**config.mk**
```make
export PLATFORM = sky130hd
export DESIGN_NAME = camera_capture_ctrl_flat
export DESIGN_NICKNAME = d
export VERILOG_FILES = /design/src/rtl/camera_capture_ctrl_if.sv /design/src/rtl/camera_capture_ctrl.sv /design/src/flat_wrapper.sv
export SDC_FILE = /design/constraint.sdc
export NUM_CORES = 1
export LEC_CHECK = 0
export CAP_MARGIN = 25
export CORE_MARGIN = 2
export CORE_UTILIZATION = 35
export CTS_CLUSTER_SIZE = 14
export DETAILED_ROUTE_END_ITERATION = 16
export GPL_ROUTABILITY_DRIVEN = 0
export MAX_ROUTING_LAYER = met4
export PLACE_DENSITY = 0.59
export SETUP_SLACK_MARGIN = 0.3
export SKIP_CTS_REPAIR_TIMING = 1
export SYNTH_ARGS = -nofsm -noshare
export SYNTH_HDL_FRONTEND = slang
export SYNTH_SLANG_ARGS = --single-unit
export TNS_END_PERCENT = 10
```
**constraint.sdc**
```tcl
create_clock -name pclk -period 2.69 [get_ports pclk]
set_clock_uncertainty 0.2 [all_clocks]
set_input_delay 0.538 -clock pclk [delete_from_list [all_inputs] [get_ports pclk]]
set_output_delay 0.538 -clock pclk [all_outputs]
set_load 0.005 [all_outputs]
```
**src/rtl/camera_capture_ctrl_if.sv**
```systemverilog
// Camera-side inputs and frame-buffer write port of camera_capture_ctrl.
// The controller takes the master modport; the camera/frame-buffer side takes slave.
interface camera_capture_ctrl_if #(
   parameter int unsigned XW = 10,
   parameter int unsigned YW = 10
);
   logic          cam_vsync;
   logic          href;
   logic [7:0]    cam_data;
   logic          capture_en;
   logic [XW-1:0] wr_x;
   logic [YW-1:0] wr_y;
   logic [15:0]   wr_data;
   logic          wren;
   logic          frame_done;
   logic          line_err;
   logic [7:0]    frame_cnt;

   modport master (
      input  cam_vsync, href, cam_data, capture_en,
      output wr_x, wr_y, wr_data, wren, frame_done, line_err, frame_cnt
   );

   modport slave (
      output cam_vsync, href, cam_data, capture_en,
      input  wr_x, wr_y, wr_data, wren, frame_done, line_err, frame_cnt
   );
endinterface

```
**src/rtl/camera_capture_ctrl.sv**
```systemverilog
// Camera capture controller: assembles byte pairs into 16-bit pixels in the pclk domain and
// issues registered frame-buffer writes, with optional 2:1 decimation and geometry checking.
module camera_capture_ctrl #(
   parameter int unsigned H_ACTIVE   = 640,
   parameter int unsigned V_ACTIVE   = 480,
   parameter int unsigned XW         = 10,
   parameter int unsigned YW         = 10,
   parameter int unsigned DECIM      = 0,
   parameter int unsigned BYTE_ORDER = 0
) (
   input logic                   pclk,
   input logic                   reset,
   camera_capture_ctrl_if.master bus
);

   localparam logic [XW-1:0] HMax = XW'(H_ACTIVE);
   localparam logic [YW-1:0] VMax = YW'(V_ACTIVE);

   typedef enum logic [1:0] {StIdle, StSync, StActive} state_e;

   state_e        state_q;
   logic [XW-1:0] x_q;
   logic [YW-1:0] y_q;
   logic          phase_q;
   logic          href_q;
   logic [7:0]    b0_q;
   logic [XW-1:0] wr_x_q;
   logic [YW-1:0] wr_y_q;
   logic [15:0]   wr_data_q;
   logic          wren_q;
   logic          frame_done_q;
   logic          line_err_q;
   logic [7:0]    frame_cnt_q;

   logic          pix_done;
   logic          line_end;
   logic          frame_end;
   logic          x_ok;
   logic          y_ok;
   logic          keep;
   logic          line_bad;
   logic [15:0]   pixel;
   logic [YW-1:0] y_line;
   logic [YW-1:0] y_final;

   always_comb begin
      pix_done  = bus.href & phase_q;
      line_end  = ~bus.href & href_q;
      // A pixel completing on the vsync edge is written first; the frame closes a cycle later.
      frame_end = bus.cam_vsync & ~pix_done;
      x_ok      = (x_q < HMax);
      y_ok      = (y_q < VMax);
      keep      = (DECIM == 0) || (!x_q[0] && !y_q[0]);
      line_bad  = (x_q != HMax) | phase_q;
      pixel     = (BYTE_ORDER != 0) ? {bus.cam_data, b0_q} : {b0_q, bus.cam_data};
      y_line    = y_q;
      if (x_q != '0 && y_ok) begin
         y_line = y_q + YW'(1);
      end
      y_final   = line_end ? y_line : y_q;
   end

   always_ff @(posedge pclk or negedge reset) begin
      if (!reset) begin
         state_q      <= StIdle;
         x_q          <= '0;
         y_q          <= '0;
         phase_q      <= 1'b0;
         href_q       <= 1'b0;
         b0_q         <= '0;
         wr_x_q       <= '0;
         wr_y_q       <= '0;
         wr_data_q    <= '0;
         wren_q       <= 1'b0;
         frame_done_q <= 1'b0;
         line_err_q   <= 1'b0;
         frame_cnt_q  <= '0;
      end else begin
         wren_q       <= 1'b0;
         frame_done_q <= 1'b0;
         href_q       <= bus.href;
         phase_q      <= bus.href ? ~phase_q : 1'b0;
         if (bus.href && !phase_q) begin
            b0_q <= bus.cam_data;
         end

         unique case (state_q)
            StIdle: begin
               if (bus.cam_vsync) begin
                  state_q <= StSync;
               end
            end

            StSync: begin
               x_q <= '0;
               y_q <= '0;
               if (!bus.cam_vsync) begin
                  if (bus.capture_en) begin
                     state_q    <= StActive;
                     line_err_q <= 1'b0;
                  end else begin
                     state_q <= StIdle;
                  end
               end
            end

            StActive: begin
               if (frame_end) begin
                  state_q      <= StSync;
                  frame_done_q <= 1'b1;
                  frame_cnt_q  <= frame_cnt_q + 8'd1;
                  if ((line_end && line_bad) || (y_final != VMax)) begin
                     line_err_q <= 1'b1;
                  end
               end else if (pix_done) begin
                  if (x_ok && y_ok) begin
                     if (keep) begin
                        wren_q    <= 1'b1;
                        wr_data_q <= pixel;
                        wr_x_q    <= (DECIM != 0) ? (x_q >> 1) : x_q;
                        wr_y_q    <= (DECIM != 0) ? (y_q >> 1) : y_q;
                     end
                  end else begin
                     line_err_q <= 1'b1;
                  end
                  // Saturate at H_ACTIVE so overlong lines never wrap into valid columns.
                  if (x_ok) begin
                     x_q <= x_q + XW'(1);
                  end
               end else if (line_end) begin
                  if (line_bad) begin
                     line_err_q <= 1'b1;
                  end
                  if (x_q != '0) begin
                     x_q <= '0;
                     y_q <= y_line;
                  end
               end
            end

            default: state_q <= StIdle;
         endcase
      end
   end

   assign bus.wr_x       = wr_x_q;
   assign bus.wr_y       = wr_y_q;
   assign bus.wr_data    = wr_data_q;
   assign bus.wren       = wren_q;
   assign bus.frame_done = frame_done_q;
   assign bus.line_err   = line_err_q;
   assign bus.frame_cnt  = frame_cnt_q;

endmodule
```
**src/flat_wrapper.sv**
```systemverilog
// flat-port wrapper written by rule: the top's interface ports become plain ports
module camera_capture_ctrl_flat 
#(
   parameter int unsigned H_ACTIVE   = 640,
   parameter int unsigned V_ACTIVE   = 480,
   parameter int unsigned XW         = 10,
   parameter int unsigned YW         = 10,
   parameter int unsigned DECIM      = 0,
   parameter int unsigned BYTE_ORDER = 0
)
  (pclk, reset, bus_cam_vsync, bus_href, bus_cam_data, bus_capture_en, bus_wr_x, bus_wr_y, bus_wr_data, bus_wren, bus_frame_done, bus_line_err, bus_frame_cnt);
  camera_capture_ctrl_if #(.XW(XW), .YW(YW)) bus_i ();
  input logic pclk;
  input logic reset;
  input wire logic [$bits(bus_i.cam_vsync)-1:0] bus_cam_vsync;
  input wire logic [$bits(bus_i.href)-1:0] bus_href;
  input wire logic [$bits(bus_i.cam_data)-1:0] bus_cam_data;
  input wire logic [$bits(bus_i.capture_en)-1:0] bus_capture_en;
  output wire logic [$bits(bus_i.wr_x)-1:0] bus_wr_x;
  output wire logic [$bits(bus_i.wr_y)-1:0] bus_wr_y;
  output wire logic [$bits(bus_i.wr_data)-1:0] bus_wr_data;
  output wire logic [$bits(bus_i.wren)-1:0] bus_wren;
  output wire logic [$bits(bus_i.frame_done)-1:0] bus_frame_done;
  output wire logic [$bits(bus_i.line_err)-1:0] bus_line_err;
  output wire logic [$bits(bus_i.frame_cnt)-1:0] bus_frame_cnt;
  assign bus_i.cam_vsync = bus_cam_vsync;
  assign bus_i.href = bus_href;
  assign bus_i.cam_data = bus_cam_data;
  assign bus_i.capture_en = bus_capture_en;
  assign bus_wr_x = bus_i.wr_x;
  assign bus_wr_y = bus_i.wr_y;
  assign bus_wr_data = bus_i.wr_data;
  assign bus_wren = bus_i.wren;
  assign bus_frame_done = bus_i.frame_done;
  assign bus_line_err = bus_i.line_err;
  assign bus_frame_cnt = bus_i.frame_cnt;
  camera_capture_ctrl #(.H_ACTIVE(H_ACTIVE), .V_ACTIVE(V_ACTIVE), .XW(XW), .YW(YW), .DECIM(DECIM), .BYTE_ORDER(BYTE_ORDER)) u_core (.pclk(pclk), .reset(reset), .bus(bus_i));
endmodule
```
# Word-level counts from Yosys, hierarchy flattened
# Index checks and enable logic that the tools add are counted.
[op_classes]
add_sub_neg = 3
magnitude_cmp = 2
eq_ne = 19
n_mux = 34
bitwise_logic = 8
reduce_logical = 15
[ops]
columns = ["cell", "n"]
rows = [
  ["$mux 10", 11],
  ["$pmux 10 s2", 2],
  ["$add 10x1->10 const B", 2],
  ["$mux 1", 15],
  ["$lt 10x10->1 const B", 1],
  ["$lt 10x9->1 const B", 1],
  ["$ne 10x10->1 const B", 1],
  ["$ne 10x9->1 const B", 1],
  ["$ne 2x2->1 const B", 5],
  ["$reduce_and 5->1", 2],
  ["$reduce_bool 10->1", 1],
  ["$add 8x1->8 const B", 1],
  ["$mux 2", 4],
  ["$ne 4x1->1 const B", 2],
  ["$reduce_and 7->1", 1],
  ["$ne 2x1->1 const B", 3],
  ["$ne 3x1->1 const B", 2],
  ["$ne 3x3->1 const B", 2],
  ["$pmux 2 s3", 1],
  ["$logic_and 1x1->1", 4],
  ["$ne 4x4->1 const B", 1],
  ["$not 1->1", 4],
  ["$reduce_and 4->1", 1],
  ["$and 1x1->1", 3],
  ["other kinds (10)", 10],
]
[word_totals]
regBits = 79
output_inout_bits = 47
word_cells = 94

# Logic depth before layout (Yosys ltp)
# Gate-level depths: netlist (run 1).
[logic_depth]
ltp_word = 9
depth_mapped = 9
ltp_nobuf = 8

# Worst setup path after synthesis (run 1)
# Ideal clock, no wire load.
[synth_path]
path_type = "reg2reg"
startpoint = "register u_core.state_q[0]"
endpoint = "register u_core.line_err_q, in the netlist u_core.bus.line_err"
t_arrival_ns = 2.059
slack_ns = 0.306
stages_incl_launch_ff = 9
n_path_buf = 1
synth_period_minus_slack_ns = 2.384
path_cell_list = "dfrtp_1 inv_1 ha_1 clkbuf_1 nand3_1 or3_1 o31ai_1 o211ai_1 mux2_4"
[synth_between]
elab_chain_cells = 3
elab_cells_between_ends = 11
[synth_lines]
columns = ["item", "line", "source"]
rows = [
  ["start: declaration", "camera_capture_ctrl.sv:21", "state_e state_q;"],
  ["start signal: assignment", "camera_capture_ctrl.sv:65", "state_q <= StIdle;"],
  ["start signal: assignment", "camera_capture_ctrl.sv:90", "state_q <= StSync;"],
  ["start signal: assignment", "camera_capture_ctrl.sv:99", "state_q <= StActive;"],
  ["$eq 2x2->1 or $eq 2x1->1 (tied branches)", "camera_capture_ctrl.sv:87", "unique case (state_q)"],
  ["$ne 4x1->1 (no line), or another cell as far along", "--", ""],
  ["$reduce_and 7->1 (no line)", "--", ""],
  ["end signal: assignment", "camera_capture_ctrl.sv:76", "line_err_q <= 1'b0;"],
  ["end signal: assignment", "camera_capture_ctrl.sv:100", "line_err_q <= 1'b0;"],
  ["end signal: assignment", "camera_capture_ctrl.sv:113", "line_err_q <= 1'b1;"],
  ["end: declaration", "camera_capture_ctrl.sv:32", "logic line_err_q;"],
]
# Several ways; a longest one is shown, not always the timed one.
# A chain may end at the register's enable or synchronous reset.

# Worst setup path after layout (run 1)
[layout_path]
startpoint = "register u_core.x_q[1]"
endpoint = "register u_core.line_err_q, in the netlist u_core.bus.line_err"
[layout_between]
elab_chain_cells = 8
elab_cells_between_ends = 15
[layout_lines]
columns = ["item", "line", "source"]
rows = [
  ["start: declaration", "camera_capture_ctrl.sv:22", "logic [XW-1:0] x_q;"],
  ["start signal: assignment", "camera_capture_ctrl.sv:128", "x_q <= x_q + XW'(1);"],
  ["$reduce_bool 10->1", "camera_capture_ctrl.sv:57", "if (x_q != '0 && y_ok) begin"],
  ["$logic_and 1x1->1", "camera_capture_ctrl.sv:57", ""],
  ["$mux 10", "camera_capture_ctrl.sv:57", ""],
  ["$mux 10", "camera_capture_ctrl.sv:60", "y_final = line_end ? y_line : y_q;"],
  ["$ne 10x9->1", "camera_capture_ctrl.sv:112", "if ((line_end && line_bad) || (y_final != VMax)) begin"],
  ["$logic_or 1x1->1", "camera_capture_ctrl.sv:112", ""],
  ["$ne 3x3->1 (no line)", "--", ""],
  ["$reduce_and 7->1 (no line) *", "--", ""],
  ["end signal: assignment", "camera_capture_ctrl.sv:113", ""],
  ["end signal: assignment", "camera_capture_ctrl.sv:124", "line_err_q <= 1'b1;"],
  ["end signal: assignment", "camera_capture_ctrl.sv:132", "line_err_q <= 1'b1;"],
]
# Every way passes the cells marked *; elsewhere a longest branch is shown, timed or not.

==> flow_summary.ini, run 1 <==
[outcome]
status = finished with violations
violations = hold timing

[global_route]
grt_pass1_wl_um = 13900
antenna_found_initial = 0
overflow = 0
grt_max_degree = 52
grt_pass1_vias = 2882
track_usage = 0.159

[power]
switching_share = 0.319
pwr-share-clk = 0.274
peakVddDrop_mv = 0.351
p_per_area_nw_per_um2 = 707
p_switching_mw = 1.08
pwr-share-comb = 0.293
p_leak_nw = 2.15
pwr-share-seq = 0.433
p_int_mw = 2.30

[timing]
max_freq_mhz = 405
final_hold_viol_count = 11
rsz0062_at_grt = yes
tightestPinTransition_ns = 0.660
fin_setup_tns_ns = 0
period_minus_slack_ns = 2.47
whs_ns = -0.0145
setup_viol = 0
timing.slew.headroom = 0.560
finalMaxSlewViolations = 0
min_period_over_period = 0.918

[layout]
diodes = 0
nets = 454
utilization = 0.468
syn2layout_area_growth_pct = 30.7
regArea_um2 = 1980
multi_input_area_um2 = 1610
fillerInstances = 990
layout-drive-gt1-share = 0.160
mostFrequentLayoutCells = 79 x dfrtp_1, 73 x nand2_1, 58 x clkdlybuf4s50_1
layout_commonest_cell = dfrtp_1

[critical_path]
cpMaxStageDelayCell = dfrtp_1
crit_path_max_incr_delay_ns = 0.39
required_ns = 2.75
worstPathArrival_ns = 2.53
path_cells = inv_1 > ha_2 > nor4b_4 > a31oi_2 > or3_1 > o31ai_2 > o211ai_1 > mux2_4
cp_max_fo = 4
worstSetupPathType = flip-flop to flip-flop
start_kind = flip-flop
end_kind = flip-flop

[logic_synthesis]
avgSynthCellArea_um2 = 10.3
synth_area_leaders = dfrtp_1 54%, nand2_1 7.5%, mux2_2 4.3%
yosysTopAreaCell = dfrtp_1
async_flop_share = 1.00
synth_area_um2 = 3660
synth_ff_type = dfrtp_1
synthCells = 356
syn-num-nets = 377
synth_edf_count = 0
ys_seq_area_frac = 0.540
ys_seq_elements = 79
synth_warnings = 0
synth_top_area_share = 0.540
synth.distinct_cells = 48

[routing]
drc = 0
viasPerCell = 5.02
dr.pass1.iters = 4
wl_um = 8250
avgRoutedWirePerCell_um = 14.4
drt_iter0_drc = 148
postRouteAntennaNets = 0
num_vias = 2881

[die]
fp-row-count = 37
core_area_um2 = 10200
initial_core_util = 0.358
die_w_um = 106
die_h_um = 106
pin_count = 60
design.die.area_um2 = 11300

[cts]
cts_tree = built
worstSkewPairLatency_ns = 0.37
cts_buffer_depth = 2
clkSinkCount = 79
root_buffer = clkbuf_8
clkTransAtPathRegs_ns = 0.09
cts_buffers = 9
ctsHtreeMaxLevel = 3

[hold_path]
worstHoldPathType = primary input to asynchronous set/reset pin

[place]
portBuffers = 59
dp_hpwl_um = 5710

[job]
drv_cap = 0
[registers in the layout, indices dropped and copies added, names as in the netlist]
signal	flops
u_core.b0_q	8
u_core.bus.frame_cnt	8
u_core.bus.frame_done	1
u_core.bus.line_err	1
u_core.bus.wr_data	16
u_core.bus.wr_x	10
u_core.bus.wr_y	10
u_core.bus.wren	1
u_core.href_q	1
u_core.phase_q	1
u_core.state_q	2
u_core.x_q	10
u_core.y_q	10
[critical path, delay by kind of cell (launching register included)]
kind / cells / cell delay, ns
compound gates: 3 / 0.51
simple gates: 2 / 0.69
mux: 1 / 0.31
buf+inv: 1 / 0.09
flops: 1 / 0.39
fa+ha+maj: 1 / 0.19
[final cells by class]
cell class | instances | share of cell area
Sequential cell | 79 | 0.413
Clock buffer | 9 | 0.0259
Multi-Input combinational cell | 248 | 0.336
Timing Repair Buffer | 82 | 0.162
Inverter | 13 | 0.0102
Clock inverter | 7 | 0.0165
Tap cell | 136 | 0.0356
[logic make-up (layout without fill, tap and decap cells)]
family                   Yosys count  in the layout  share of synthesized area
AND/OR/NAND/NOR                  140            140                      0.182
multiplexers                      25             25                     0.0772
adder cells (fa/ha/maj)            8              8                     0.0273
AO/OA/AOI/OAI                     66             66                      0.120
flip-flops                        79             79                      0.540
XOR/XNOR                           9              9                     0.0215
buffers and inverters             29            111                     0.0325
[power by group through the flow]
stage	registers (mW)	logic (mW)	clock network (mW)
global placement	1.48	0.936	0
detailed placement	1.49	0.960	0
global route	1.49	1.10	1.01
floorplan	1.48	0.448	0
CTS	1.47	0.966	0.954
finish	1.46	0.993	0.925
[Yosys cell counts (9+ instances only)]
| cell type | instances |
|---|---|
| dfrtp_1 | 79 |
| a31oi_1 | 9 |
| xnor2_1 | 9 |
| nor2_1 | 15 |
| nand3_1 | 13 |
| nand2_1 | 73 |
| o21ai_1 | 10 |
| o31ai_1 | 11 |
| clkbuf_1 | 13 |
| inv_1 | 11 |
| o21ai_0 | 19 |
| mux2_2 | 14 |
[through the flow]
stage | setup slack, ns | std cells | area [um2] | total power, mW
6_report | 0.221 | 574 | 4790 | 3.38
5_1_grt | 0.122 | 574 | 4790 | 3.60
4_1_cts | 0.214 | 574 | 4740 | 3.39
3_5_place_dp | -0.0745 | 558 | 4530 | 2.45
3_3_place_gp | -0.0328 | 558 | 4530 | 2.42
2_1_floorplan | 0.306 | 356 | 3660 | 1.93
[final timing paths]
kind,depth (start not counted),from,slack [ns],endpoint
hold reg to reg,2,u_core.b0_q[2],0.27,u_core.bus.wr_data[10]
max in group asynchronous,2,reset,1.69,u_core.bus.wr_data[2]
setup / recovery,8,u_core.x_q[1],0.22,u_core.bus.line_err
min in group pclk,2,u_core.b0_q[2],0.27,u_core.bus.wr_data[10]
setup reg to reg,8,u_core.x_q[1],0.22,u_core.bus.line_err
hold / removal,1,reset,-0.01,u_core.bus.frame_cnt[7]
[routing by layer]
layer / GRT usage / wire, um
met5: - / 0
met2: 0.244 / 4020
met1: 0.206 / 3780
met4: 0.0564 / 150
met3: 0.0392 / 300
Power figures use the tool's default switching activity.
==> inputs of run 2 (changes only) <==
--- a/config.mk
+++ b/config.mk
@@ -5,6 +5,7 @@
 export SDC_FILE = /design/constraint.sdc
 export NUM_CORES = 1
 export LEC_CHECK = 0
+export ABC_CLOCK_PERIOD_IN_PS = 2690
 export CAP_MARGIN = 25
 export CORE_MARGIN = 2
 export CORE_UTILIZATION = 35
==> results of run 2 <==
Same layout as run 1: the final DEF is identical, and so are final timing and power.
==> inputs of run 3 (changes only) <==
--- a/config.mk
+++ b/config.mk
@@ -8,12 +8,12 @@
 export ABC_CLOCK_PERIOD_IN_PS = 2690
 export CAP_MARGIN = 25
 export CORE_MARGIN = 2
-export CORE_UTILIZATION = 35
+export CORE_UTILIZATION = 50
 export CTS_CLUSTER_SIZE = 14
 export DETAILED_ROUTE_END_ITERATION = 16
 export GPL_ROUTABILITY_DRIVEN = 0
 export MAX_ROUTING_LAYER = met4
-export PLACE_DENSITY = 0.59
+export PLACE_DENSITY = 0.79
 export SETUP_SLACK_MARGIN = 0.3
 export SKIP_CTS_REPAIR_TIMING = 1
 export SYNTH_ARGS = -nofsm -noshare
==> flow_summary.ini, run 3 (synthesized netlist as in run 1, its figures left out) <==
[layout]
final_area_um2 = 4770
mostFrequentLayoutCells = 79 x dfrtp_1, 73 x nand2_1, 58 x clkdlybuf4s50_1
syn2layout_area_growth_pct = 30.2
diodes = 0
layout_commonest_cell = dfrtp_1
nets = 456
layout-drive-gt1-share = 0.159
largest_reg_flops = 16

[timing]
finalMaxSlewViolations = 0
tightestPinTransition_ns = 0.438
rsz0062_at_grt = yes
final_hold_viol_count = 0
timing.slew.headroom = 0.708
max_freq_mhz = 406
period_minus_slack_ns = 2.46
min_period_over_period = 0.916
worst_slack_ns = 0.227
setup_viol = 0

[hold_path]
min_from = u_core.bus.frame_cnt[7]
hold_depth = 1
hold-path-endpoint = u_core.bus.frame_cnt[7]
worstHoldPathType = flip-flop to flip-flop

[cts]
root_buffer = clkbuf_8
ctsHtreeMaxLevel = 3
clkTransAtPathRegs_ns = 0.09
worstSkewPairLatency_ns = 0.35
clkSinkCount = 79
cts_tree = built
cts_buffer_depth = 2
cts_buffers = 9

[critical_path]
path_cells = inv_1 > ha_2 > nor4b_4 > a31oi_2 > or3_1 > o31ai_1 > o211ai_1 > mux2_4
start_kind = flip-flop
worstSetupPathType = flip-flop to flip-flop
r2r_end = u_core.bus.line_err
path_buf_inv = 1
worstPathArrival_ns = 2.51
cpMaxStageDelayCell = dfrtp_1
timing.rr.start = u_core.x_q[1]
cp_max_fo = 4
end_kind = flip-flop
cp_top_family = simple AND/OR/NAND/NOR gates
crit_path_max_incr_delay_ns = 0.38
reg2reg_slack_ns = 0.23
path_depth = 8
r2r_cells = 8
required_ns = 2.73

[routing]
avgRoutedWirePerCell_um = 14.8
wl_um = 8000
drc = 0
postRouteAntennaNets = 0
viasPerCell = 5.52
drt_iter0_drc = 137
dr.pass1.iters = 4
num_vias = 2976

[power]
switching_share = 0.301
p_switching_mw = 1.03
pwr-share-comb = 0.287
p_leak_nw = 2.16
pwr-share-clk = 0.286
peakVddDrop_mv = 0.387
p_int_mw = 2.40
pwr-share-seq = 0.427
p_per_area_nw_per_um2 = 719

[global_route]
met3_usage = 0.0411
antenna_found_initial = 0
overflow = 0
busiest_layer = met2
grt_pass1_wl_um = 12900
met1_usage = 0.277
grt_use_met2 = 0.333
grt_max_degree = 43
grt_pass1_vias = 2715
track_usage = 0.214

[die]
design.die.area_um2 = 8020
core_area_um2 = 7180
die_h_um = 89.6
initial_core_util = 0.510
fp-row-count = 31
die_w_um = 89.6
pin_count = 60

[place]
placed_area_um2 = 4480
dp_hpwl_um = 5450
portBuffers = 59
place_ws_ns = -0.0790

[outcome]
status = completed

[job]
drv_cap = 0
==> run 3: layout make-up <==
class,count,area (um2)
repair buffers,84,782
well taps,99,124
multi-input cells,248,1620
flip-flops and latches,79,1980
clock inverters,6,92.6
inverters,13,48.8
fillers,549,2410
clock buffers,10,128
==> run 3: worst max path at each step <==
stage,start,to,slack (ns)
final,u_core.x_q[1],u_core.bus.line_err,0.23
after CTS,u_core.state_q[1],u_core.y_q[0],0.24
after global routing,u_core.x_q[1],u_core.bus.line_err,0.15
after detailed placement,bus_href,u_core.y_q[1],-0.08
after global placement,bus_href,u_core.x_q[9],0.009
after floorplan,u_core.state_q[0],u_core.bus.line_err,0.31
==> run 3: per-layer routing <==
| layer | vias up | wire length (um) |
|---|---|---|
| met3 | 8 | 364 |
| met4 | 0 | 93 |
| met1 | 1493 | 3500 |
| li1 | 1401 | - |
| met2 | 74 | 4040 |
| met5 | - | 0 |
==> run 3: per-stage QoR <==
stage                util  hold slack (ns)  setup TNS (ns)  total power [mW]  cells
global placement    0.624            0.239               0              2.37    521
CTS                 0.654          -0.0752               0              3.40    537
global route        0.664            0.298               0              3.61    539
floorplan               -           0.0424               0              1.93    356
detailed placement  0.624            0.253          -0.524              2.40    521
finish              0.664            0.269               0              3.43    539
==> run 3: power by group through the flow <==
stage                     Clock [mW]  Sequential (mW)  Combinational [mW]
after global routing            1.05             1.49                1.08
after detailed placement           0             1.48               0.919
after floorplan                    0             1.48               0.448
after global placement             0             1.48               0.889
after CTS                       1.00             1.47               0.935
final                          0.982             1.46               0.983
